<file path="src/rtl/seg7_pkg.sv">
// seg7_pkg: shared constants and the nibble-to-glyph function for the
// seven-segment scan driver.
//   SEG_BLANK   : all segments (and DP) dark, active-low encoding.
//   GLYPH_*     : seg[6:0] = {G,F,E,D,C,B,A}, active-low.
//   seg7_glyph  : nibble + hex_mode -> 7-bit glyph; BCD mode blanks 10..15.
package seg7_pkg;

  localparam logic [7:0] SEG_BLANK = 8'hFF;

  localparam logic [6:0] GLYPH_0   = 7'b100_0000;
  localparam logic [6:0] GLYPH_1   = 7'b111_1001;
  localparam logic [6:0] GLYPH_2   = 7'b010_0100;
  localparam logic [6:0] GLYPH_3   = 7'b011_0000;
  localparam logic [6:0] GLYPH_4   = 7'b001_1001;
  localparam logic [6:0] GLYPH_5   = 7'b001_0010;
  localparam logic [6:0] GLYPH_6   = 7'b000_0010;
  localparam logic [6:0] GLYPH_7   = 7'b111_1000;
  localparam logic [6:0] GLYPH_8   = 7'b000_0000;
  localparam logic [6:0] GLYPH_9   = 7'b001_0000;
  localparam logic [6:0] GLYPH_A   = 7'b000_1000;
  localparam logic [6:0] GLYPH_B   = 7'b000_0011;
  localparam logic [6:0] GLYPH_C   = 7'b100_0110;
  localparam logic [6:0] GLYPH_D   = 7'b010_0001;
  localparam logic [6:0] GLYPH_E   = 7'b000_0110;
  localparam logic [6:0] GLYPH_F   = 7'b000_1110;
  localparam logic [6:0] GLYPH_OFF = 7'b111_1111;

  function automatic logic [6:0] seg7_glyph(input logic [3:0] nibble, input logic hex_mode);
    logic [6:0] g;
    case (nibble)
      4'h0:    g = GLYPH_0;
      4'h1:    g = GLYPH_1;
      4'h2:    g = GLYPH_2;
      4'h3:    g = GLYPH_3;
      4'h4:    g = GLYPH_4;
      4'h5:    g = GLYPH_5;
      4'h6:    g = GLYPH_6;
      4'h7:    g = GLYPH_7;
      4'h8:    g = GLYPH_8;
      4'h9:    g = GLYPH_9;
      4'hA:    g = GLYPH_A;
      4'hB:    g = GLYPH_B;
      4'hC:    g = GLYPH_C;
      4'hD:    g = GLYPH_D;
      4'hE:    g = GLYPH_E;
      default: g = GLYPH_F;
    endcase
    // Non-decimal nibbles are dark unless hex glyphs are enabled.
    if (!hex_mode && (nibble > 4'd9)) g = GLYPH_OFF;
    return g;
  endfunction

endpackage

</file>
<file path="src/rtl/seg7_glyph_rom.sv">
// seg7_glyph_rom: combinational nibble-to-glyph lookup.
//   HEX_MODE : 0 = BCD (10..15 dark), 1 = hex glyphs A..F.
//   nibble   : 4-bit digit value.
//   glyph    : seg[6:0] pattern, active-low.
module seg7_glyph_rom
  import seg7_pkg::*;
#(
  parameter bit HEX_MODE = 1'b0
) (
  input  logic [3:0] nibble,
  output logic [6:0] glyph
);

  always_comb begin
    glyph = seg7_glyph(nibble, HEX_MODE);
  end

endmodule

</file>
<file path="src/rtl/seg7_scan_driver.sv">
// seg7_scan_driver: time-multiplexed driver for an N-digit common-anode
// seven-segment display with per-digit DP, blanking and blink.
//   clk, rst   : clock; synchronous active-high reset.
//   digits     : nibble i = digits[4i+3:4i]; digit 0 is rightmost.
//   dp_in      : per-digit decimal point, 1 = lit.
//   blank_mask : per-digit force dark.
//   blink_mask : per-digit blink, gated by blink_en.
//   seg        : {DP,G,F,E,D,C,B,A}, active-low, registered.
//   an         : anode enables, active-low, at most one low, registered.
//   scan_idx   : digit currently being scanned.
module seg7_scan_driver
  import seg7_pkg::*;
#(
  parameter int unsigned NUM_DIGITS  = 4,
  parameter int unsigned REFRESH_DIV = 100000,
  parameter int unsigned BLINK_DIV   = 25000000,
  parameter bit          HEX_MODE    = 1'b0
) (
  input  logic                                                clk,
  input  logic                                                rst,
  input  logic [4*NUM_DIGITS-1:0]                             digits,
  input  logic [NUM_DIGITS-1:0]                               dp_in,
  input  logic [NUM_DIGITS-1:0]                               blank_mask,
  input  logic [NUM_DIGITS-1:0]                               blink_mask,
  input  logic                                                blink_en,
  output logic [7:0]                                          seg,
  output logic [NUM_DIGITS-1:0]                               an,
  output logic [(NUM_DIGITS > 1 ? $clog2(NUM_DIGITS) : 1)-1:0] scan_idx
);

  localparam int unsigned SW = (NUM_DIGITS > 1) ? $clog2(NUM_DIGITS) : 1;
  localparam int unsigned RW = $clog2(REFRESH_DIV);
  localparam int unsigned BW = (BLINK_DIV > 1) ? $clog2(BLINK_DIV) : 1;

  localparam logic [SW-1:0] SCAN_LAST    = SW'(NUM_DIGITS - 1);
  localparam logic [RW-1:0] REFRESH_LAST = RW'(REFRESH_DIV - 1);
  localparam logic [BW-1:0] BLINK_LAST   = BW'(BLINK_DIV - 1);

  logic [RW-1:0]         refresh_cnt_q, refresh_cnt_d;
  logic [BW-1:0]         blink_cnt_q, blink_cnt_d;
  logic                  blink_phase_q, blink_phase_d;
  logic [SW-1:0]         scan_idx_q, scan_idx_d;
  logic [7:0]            seg_q, seg_d;
  logic [NUM_DIGITS-1:0] an_q, an_d;

  logic [3:0]            cur_nibble;
  logic [6:0]            cur_glyph;
  logic [NUM_DIGITS-1:0] cur_sel;

  assign cur_nibble = digits[{scan_idx_q, 2'b00} +: 4];
  assign cur_sel    = NUM_DIGITS'(1) << scan_idx_q;

  seg7_glyph_rom #(
    .HEX_MODE (HEX_MODE)
  ) u_glyph_rom (
    .nibble (cur_nibble),
    .glyph  (cur_glyph)
  );

  // Counters: scan advances on the last cycle of a slot so that every new
  // slot begins with refresh_cnt == 0, which is the anode dead-time cycle.
  always_comb begin
    refresh_cnt_d = refresh_cnt_q + 1'b1;
    scan_idx_d    = scan_idx_q;
    if (refresh_cnt_q == REFRESH_LAST) begin
      refresh_cnt_d = '0;
      scan_idx_d    = (scan_idx_q == SCAN_LAST) ? '0 : scan_idx_q + 1'b1;
    end

    blink_cnt_d   = blink_cnt_q + 1'b1;
    blink_phase_d = blink_phase_q;
    if (blink_cnt_q == BLINK_LAST) begin
      blink_cnt_d   = '0;
      blink_phase_d = ~blink_phase_q;
    end
  end

  // Output priority: dead-time, blank, blink-off, normal glyph.
  always_comb begin
    seg_d = SEG_BLANK;
    an_d  = '1;
    if ((refresh_cnt_q == '0) || blank_mask[scan_idx_q]) begin
      seg_d = SEG_BLANK;
      an_d  = '1;
    end else if (blink_en && blink_phase_q && blink_mask[scan_idx_q]) begin
      an_d = ~cur_sel;
    end else begin
      an_d  = ~cur_sel;
      seg_d = {~dp_in[scan_idx_q], cur_glyph};
    end
  end

  always_ff @(posedge clk) begin
    if (rst) begin
      refresh_cnt_q <= '0;
      blink_cnt_q   <= '0;
      blink_phase_q <= 1'b0;
      scan_idx_q    <= '0;
      seg_q         <= SEG_BLANK;
      an_q          <= '1;
    end else begin
      refresh_cnt_q <= refresh_cnt_d;
      blink_cnt_q   <= blink_cnt_d;
      blink_phase_q <= blink_phase_d;
      scan_idx_q    <= scan_idx_d;
      seg_q         <= seg_d;
      an_q          <= an_d;
    end
  end

  assign seg      = seg_q;
  assign an       = an_q;
  assign scan_idx = scan_idx_q;

endmodule

</file>
<file path="config.mk">
export PLATFORM = sky130hd
export DESIGN_NAME = seg7_scan_driver
export DESIGN_NICKNAME = d
export VERILOG_FILES = /design/src/rtl/seg7_pkg.sv /design/src/rtl/seg7_glyph_rom.sv /design/src/rtl/seg7_scan_driver.sv
export SDC_FILE = /design/constraint.sdc
export NUM_CORES = 1
export LEC_CHECK = 0
export CORE_MARGIN = 5
export CORE_UTILIZATION = 35
export CTS_BUF_LIST = sky130_fd_sc_hd__clkbuf_8
export CTS_CLUSTER_SIZE = 30
export DETAILED_ROUTE_END_ITERATION = 8
export PLACE_DENSITY_LB_ADDON = 0.08
export RECOVER_POWER = 50
export SYNTH_ARGS = -nofsm -noshare
export SYNTH_HDL_FRONTEND = slang
export SYNTH_HIERARCHICAL = 1
export SYNTH_SLANG_ARGS = --single-unit
</file>
<file path="constraint.sdc">
create_clock -name clk -period 3.4 [get_ports clk]
set_input_delay 0.34 -clock clk [delete_from_list [all_inputs] [get_ports clk]]
set_output_delay 0.34 -clock clk [all_outputs]
set_load 0.1 [all_outputs]
</file>
==> impl_metrics.json, run 1 <==
{
  "synthCells": 323,
  "avgSynthCellArea_um2": 9.088,
  "fin_nets": 414,
  "clkTransAtPathRegs_ns": 0.07,
  "detail-route-antenna-nets": 0,
  "place_hpwl_um": 4789,
  "synth_cell_types": 47,
  "hold_viol": 0,
  "synth_edf_count": 0,
  "wirelength_um": 6447,
  "core_um2": 8175,
  "startpoint_type": "flip-flop",
  "synth-seq-cells": 57,
  "yosysWarnings": 6,
  "power_density_nw_per_um2": 393.0,
  "via_per_inst": 5.100,
  "cts_resized": 0,
  "post_cts_buffers": 0,
  "synthArstFlopShare_pct": 0,
  "critPathRequiredTime_ns": 3.61,
  "ir_drop_v": 0.0002938,
  "drv_slew": 0,
  "setup_viol": 0,
  "grt_overflow": 0,
  "die_y_um": 101.6,
  "grt_usage_pct": 13.39,
  "seq_area_um2": 1141,
  "grt_pass1_vias": 2412,
  "cts_buffer_depth": 2,
  "min_period_over_period_pct": 73.79,
  "r2r_cells": 7,
  "ios": 45,
  "grt_max_degree": 26,
  "cts_sinks": 57,
  "first_pass_iters": 4,
  "grt_pass1_wl_um": 11060,
  "worstHoldPathType": "flip-flop to flip-flop",
  "clock_latency_ns": 0.32,
  "rr_startpoint": "scan_idx[0]",
  "drc": 0,
  "num-fill-cells": 833,
  "critPathKind": "flip-flop to flip-flop",
  "layout-drive-gt1-share_pct": 11.53,
  "numCtsBuffers": 9,
  "drtIter0Drc": 66,
  "htree_levels": 3,
  "clock-skew-final_ns": 0.006027,
  "fin_tns_setup_ns": 0,
  "synth_top_area_share_pct": 38.87,
  "cp.arrival_ns": 2.72,
  "leakage_nw": 1.258,
  "synth_area_leaders": "dfxtp_1 39%, ha_1 6.0%, mux4_2 5.4%, nor2_1 4.1%, xor2_1 3.9%",
  "endpoint_kind": "flip-flop",
  "antennaDiodeCount": 0,
  "rsz0062_at_grt": "no",
  "start_util_pct": 35.90,
  "min_to": "blink_cnt_q[0]",
  "dieWidth_um": 101.6,
  "hold_buffers": 0,
  "relSlewSlack_pct": 22.64,
  "period_minus_slack_ns": 2.509,
  "die-area_um2": 10320,
  "maxCapViolations": 0,
  "synthFlopType": "dfxtp_1",
  "netlist_area_um2": 2935,
  "layout_setup_ws_ns": 0.8911,
  "vias": 2438,
  "row_count": 33,
  "r2r_slack_ns": 0.89,
  "hold_path_depth": 1,
  "root_buffer": "clkbuf_8",
  "max_freq_mhz": 398.6,
  "ys_seq_area_share_pct": 38.87,
  "cp_max_fo": 13,
  "post_drt_wl_per_cell_um": 13.49,
  "area_growth_syn_to_layout_pct": 23.32,
  "reg2reg_to": "seg[4]",
  "cts_tree": "built",
  "status": "complete, no violations",
  "hold_slack_ns": 0.4546,
  "multi_input_comb_area_um2": 1685,
  "yosysTopAreaCell": "dfxtp_1",
  "syn_nets": 368,
  "hp-start": "blink_cnt_q[0]",
  "place.gp.congestion": 0.8190,
  "dpl_worst_slack_ns": 0.8649,
  "worst_pin_slew_ns": 1.160,
  "antenna_found_initial": 0,
  "placement.io_buffers": 44
}
==> cell usage after synthesis, drive strengths merged (4+ instances only) <==
| master | n |
|---|---|
| inv | 12 |
| o31ai | 6 |
| buf | 7 |
| nor4 | 9 |
| nand2 | 23 |
| o21ai | 19 |
| or2 | 7 |
| nor2 | 33 |
| xor2 | 13 |
| or4 | 7 |
| ha | 14 |
| nand4 | 14 |
| xnor2 | 11 |
| mux4 | 7 |
| a21oi | 21 |
| nand3 | 17 |
| dfxtp | 57 |
| nor3 | 5 |
| and3 | 6 |
| clkbuf | 4 |
| or3 | 11 |
==> sequential cells by signal, summed over array words and instances (netlist names) <==
name	cells
blink_phase_q	1
refresh_cnt_q	17
seg	8
blink_cnt_q	25
scan_idx	2
an	4
==> layer usage <==
metal / GRT usage, % / share of wire [%] / routed length [µm] / vias up
li1: - / - / - / 1253
met1: 16.38 / 45 / 2893 / 1149
met2: 23.19 / 50 / 3205 / 26
met3: 2.686 / 3.9 / 249 / 10
met4: 5.010 / 1.5 / 98 / 0
met5: 0 / 0 / 0 / -
==> report_power, final <==
part	total, W	leakage (nW)	switching [W]	internal [W]
sequential	0.000687	0.461	0.00000875	0.000678
clock	0.000586	0.0957	0.000269	0.000317
combinational	0.000150	0.701	0.0000840	0.0000658
==> layout make-up <==
cell class,instances,area share [%]
Clock inverter,3,0.4494
Timing Repair Buffer,46,12.03
Inverter,12,1.244
Tap cell,105,3.629
Clock buffer,12,4.563
Multi-Input combinational cell,243,46.56
Sequential cell,57,31.52
==> critical path, stage by stage (launching register included) <==
cell,delay [ns]
dfxtp_1,0.71
mux4_2,0.67
inv_1,0.16
ha_1,0.26
nand2b_1,0.07
o21ai_0,0.15
o21ai_0,0.09
or2_2,0.29
==> stage by stage <==
| stage | utilization (%) | power (W) | instance area [µm²] | instances |
|---|---|---|---|---|
| 3_3_place_gp | 42.24 | 0.0008544 | 3453 | 463 |
| 4_1_cts | 44.46 | 0.001446 | 3635 | 478 |
| 5_1_grt | 44.28 | 0.001484 | 3620 | 478 |
| 2_1_floorplan | - | 0.0007963 | 2935 | 323 |
| 3_5_place_dp | 42.24 | 0.0008543 | 3453 | 463 |
| 6_report | 44.28 | 0.001423 | 3620 | 478 |
==> cells by family after synthesis <==
family / synth area share (%)
fa+ha+maj: 5.968
flops: 38.87
simple gates: 27.37
buf+inv: 3.708
xor+xnor: 7.161
compound gates: 11.55
mux: 5.371
==> worst max path at each step <==
stage	startpoint	end	slack, ns	cells past startpoint
after floorplan	scan_idx[0]	seg[0]	0.42	7
after global placement	scan_idx[0]	seg[4]	0.91	7
after detailed placement	scan_idx[0]	seg[4]	0.86	7
after CTS	scan_idx[0]	seg[4]	0.85	7
after global routing	blink_cnt_q[0]	blink_cnt_q[14]	0.70	6
final	scan_idx[0]	seg[4]	0.89	7
==> placed cells by master, fill, tap and decap left out, drive strengths merged, types with 3 or more instances in the layout <==
| cell | n |
|---|---|
| nand3 | 17 |
| nor4 | 9 |
| or3 | 11 |
| xor2 | 13 |
| nand2 | 23 |
| clkdlybuf4s50 | 42 |
| nand4 | 14 |
| ha | 14 |
| inv | 13 |
| and3 | 6 |
| or2 | 7 |
| dfxtp | 57 |
| o21ai | 19 |
| or4 | 7 |
| a21oi | 21 |
| clkbuf | 16 |
| and4 | 3 |
| nor2 | 33 |
| xnor2 | 11 |
| mux4 | 7 |
| o31ai | 6 |
| nor3 | 5 |
No activity file was read; power rests on OpenSTA's default activity.
==> run 2, diff against run 1 <==
==> constraint.sdc (replaced) <==
create_clock -name clk -period 2.5 [get_ports clk]
set_input_delay 0.25 -clock clk [delete_from_list [all_inputs] [get_ports clk]]
set_output_delay 0.25 -clock clk [all_outputs]
set_load 0.1 [all_outputs]
==> run 2 against run 1 <==
  * Critical path depth unchanged
  * Worst setup slack worse by 0.60 ns
  * Sequential power up 36%
  * First-iteration DRC count up 12%
  * Power up 35%
  * Count of clock-buffer cells in the layout down 3
  * Register-to-register slack worse by 0.60 ns
  * Final cell count up 0.21%
  * Wire length down 0.23%
  * Sequential share of layout area up 0.71 points
  * Clock power up 36%
  * Sequential cell count unchanged
  * Largest power group unchanged
==> impl_metrics.json, run 2 (synthesis gave the netlist of run 1 again) <==
{
  "post_cts_buffers": 0,
  "fin_tns_setup_ns": 0,
  "critPathRequiredTime_ns": 2.72,
  "crit_family": "multiplexers",
  "layout-drive-gt1-share_pct": 12.30,
  "startpoint_type": "flip-flop",
  "r2r_cells": 7,
  "multi_input_comb_area_um2": 1685,
  "cts_buffer_depth": 2,
  "cp_cell_sequence": "mux4_2 -> inv_1 -> ha_1 -> nand2b_1 -> o21ai_0 -> o21ai_0 -> or2_2",
  "leakage_nw": 1.236,
  "relSlewSlack_pct": 20.93,
  "htree_levels": 3,
  "placement.io_buffers": 44,
  "root_buffer": "clkbuf_8",
  "drv_slew": 0,
  "ios": 45,
  "cts_sinks": 57,
  "grt_usage_pct": 13.74,
  "cp.arrival_ns": 2.42,
  "antennaDiodeCount": 0,
  "area_growth_syn_to_layout_pct": 21.14,
  "cts_resized": 0,
  "cp-startpoint": "scan_idx[0]",
  "place.gp.congestion": 0.7381,
  "max_freq_mhz": 453.1,
  "critPathKind": "flip-flop to flip-flop",
  "grt_pass1_vias": 2430,
  "core_um2": 8175,
  "detail-route-antenna-nets": 0,
  "die_y_um": 101.6,
  "finalPower_w": 0.001926,
  "hold_buffers": 0,
  "grt_pass1_wl_um": 11300,
  "regMostFlops": "blink_cnt_q",
  "grt_overflow": 0,
  "endpoint_kind": "flip-flop",
  "cp-endpoint": "seg[4]",
  "worst_pin_slew_ns": 1.191,
  "worstHoldPathType": "flip-flop to flip-flop",
  "drtIter0Drc": 74,
  "hold_viol": 0,
  "critPathMaxStageDelay_ns": 0.61,
  "post_drt_wl_per_cell_um": 13.43,
  "clock_latency_ns": 0.33,
  "cp_max_fo": 13,
  "start_util_pct": 35.90,
  "first_pass_iters": 4,
  "place_hpwl_um": 4701,
  "numCtsBuffers": 9,
  "power_density_nw_per_um2": 541.5,
  "ir_drop_v": 0.0002904,
  "mostFrequentLayoutCells": "55 x dfxtp_1, 32 x nor2_1, 30 x clkdlybuf4s50_1",
  "worst-path-stages": 7,
  "largest_register_ffs": 25,
  "antenna_found_initial": 0,
  "rsz0062_at_grt": "no",
  "setup_viol": 0,
  "rr_startpoint": "scan_idx[0]",
  "r2r_slack_ns": 0.29,
  "clkTransAtPathRegs_ns": 0.07,
  "wirelength_um": 6432,
  "cts_tree": "built",
  "maxCapViolations": 0,
  "row_count": 33,
  "grt_max_degree": 26,
  "seq_area_um2": 1146,
  "reg2reg_to": "seg[4]",
  "crit_path_top_delay_cell": "mux4_2",
  "clock-skew-final_ns": 0.008956,
  "fin_nets": 415,
  "timing.critical_path.mode_cell": "o21ai_0",
  "drc": 0,
  "path_buf_inv": 1,
  "via_per_inst": 5.038,
  "layout_commonest_cell": "dfxtp_1",
  "num-fill-cells": 840,
  "min_period_over_period_pct": 88.29,
  "status": "complete, no violations",
  "period_minus_slack_ns": 2.207,
  "vias": 2413,
  "dieWidth_um": 101.6,
  "die-area_um2": 10320
}
[run 2: cell count changes in the layout (fill, tap and decap cells not counted)]
cell,previous run,this run
dfxtp_1,57,55
dfxtp_4,0,1
clkinvlp_4,1,0
clkdlybuf4s50_1,42,30
bufinv_16,0,1
clkbuf_1,4,15
dfxtp_2,0,1
buf_4,0,2
clkbuf_8,12,9
inv_1,13,14
clkinv_2,1,3
[run 2: final cells by class]
type,instances,share of cell area [%]
Inverter,12,1.267
Sequential cell,57,32.23
Multi-Input combinational cell,243,47.40
Tap cell,105,3.695
Timing Repair Buffer,47,10.45
Clock buffer,9,3.483
Clock inverter,6,1.478
[run 2: through the flow]
stage | std cells | hold WS [ns] | cell area [µm²] | setup WS, ns | util [%]
global route | 479 | 0.4840 | 3556 | 0.1261 | 43.50
detailed placement | 464 | 0.4488 | 3436 | 0.1667 | 42.03
CTS | 479 | 0.4650 | 3612 | 0.2816 | 44.18
finish | 479 | 0.4591 | 3556 | 0.2928 | 43.50
global placement | 464 | 0.4415 | 3436 | 0.2134 | 42.03
floorplan | 323 | 0.3094 | 2940 | 0.04802 | -
[run 2: layer usage]
layer / vias up / routed length (µm) / GRT usage [%]
met4: 0 / 88 / 5.828
li1: 1255 / - / -
met5: - / 0 / 0
met3: 9 / 333 / 4.132
met2: 41 / 3176 / 23.54
met1: 1108 / 2834 / 15.86
[run 2: how the worst min path moves through the flow]
stage               cells after the start             end            from  slack (ns)
floorplan                               1     scan_idx[0]             rst        0.31
global placement                        1  blink_cnt_q[0]  blink_cnt_q[0]        0.44
detailed placement                      1  blink_cnt_q[0]  blink_cnt_q[0]        0.45
CTS                                     1  blink_cnt_q[0]  blink_cnt_q[0]        0.47
global route                            1  blink_cnt_q[0]  blink_cnt_q[0]        0.48
finish                                  1  blink_cnt_q[0]  blink_cnt_q[0]        0.46
[run 2: power by group]
group / leakage, nW / internal, W / switching, W
clock: 0.101 / 0.000442 / 0.000354
combinational: 0.672 / 0.0000830 / 0.000113
sequential: 0.463 / 0.000922 / 0.0000112
total: 1.24 / 0.00145 / 0.000479
==> run 3, diff against run 2 <==
--- a/config.mk
+++ b/config.mk
@@ -12,6 +12,7 @@
 export DETAILED_ROUTE_END_ITERATION = 8
 export PLACE_DENSITY_LB_ADDON = 0.08
 export RECOVER_POWER = 50
+export SKIP_LAST_GASP = 1
 export SYNTH_ARGS = -nofsm -noshare
 export SYNTH_HDL_FRONTEND = slang
 export SYNTH_HIERARCHICAL = 1
==> results of run 3 <==
Same layout as run 2: the final DEF is identical, and so are final timing and power.
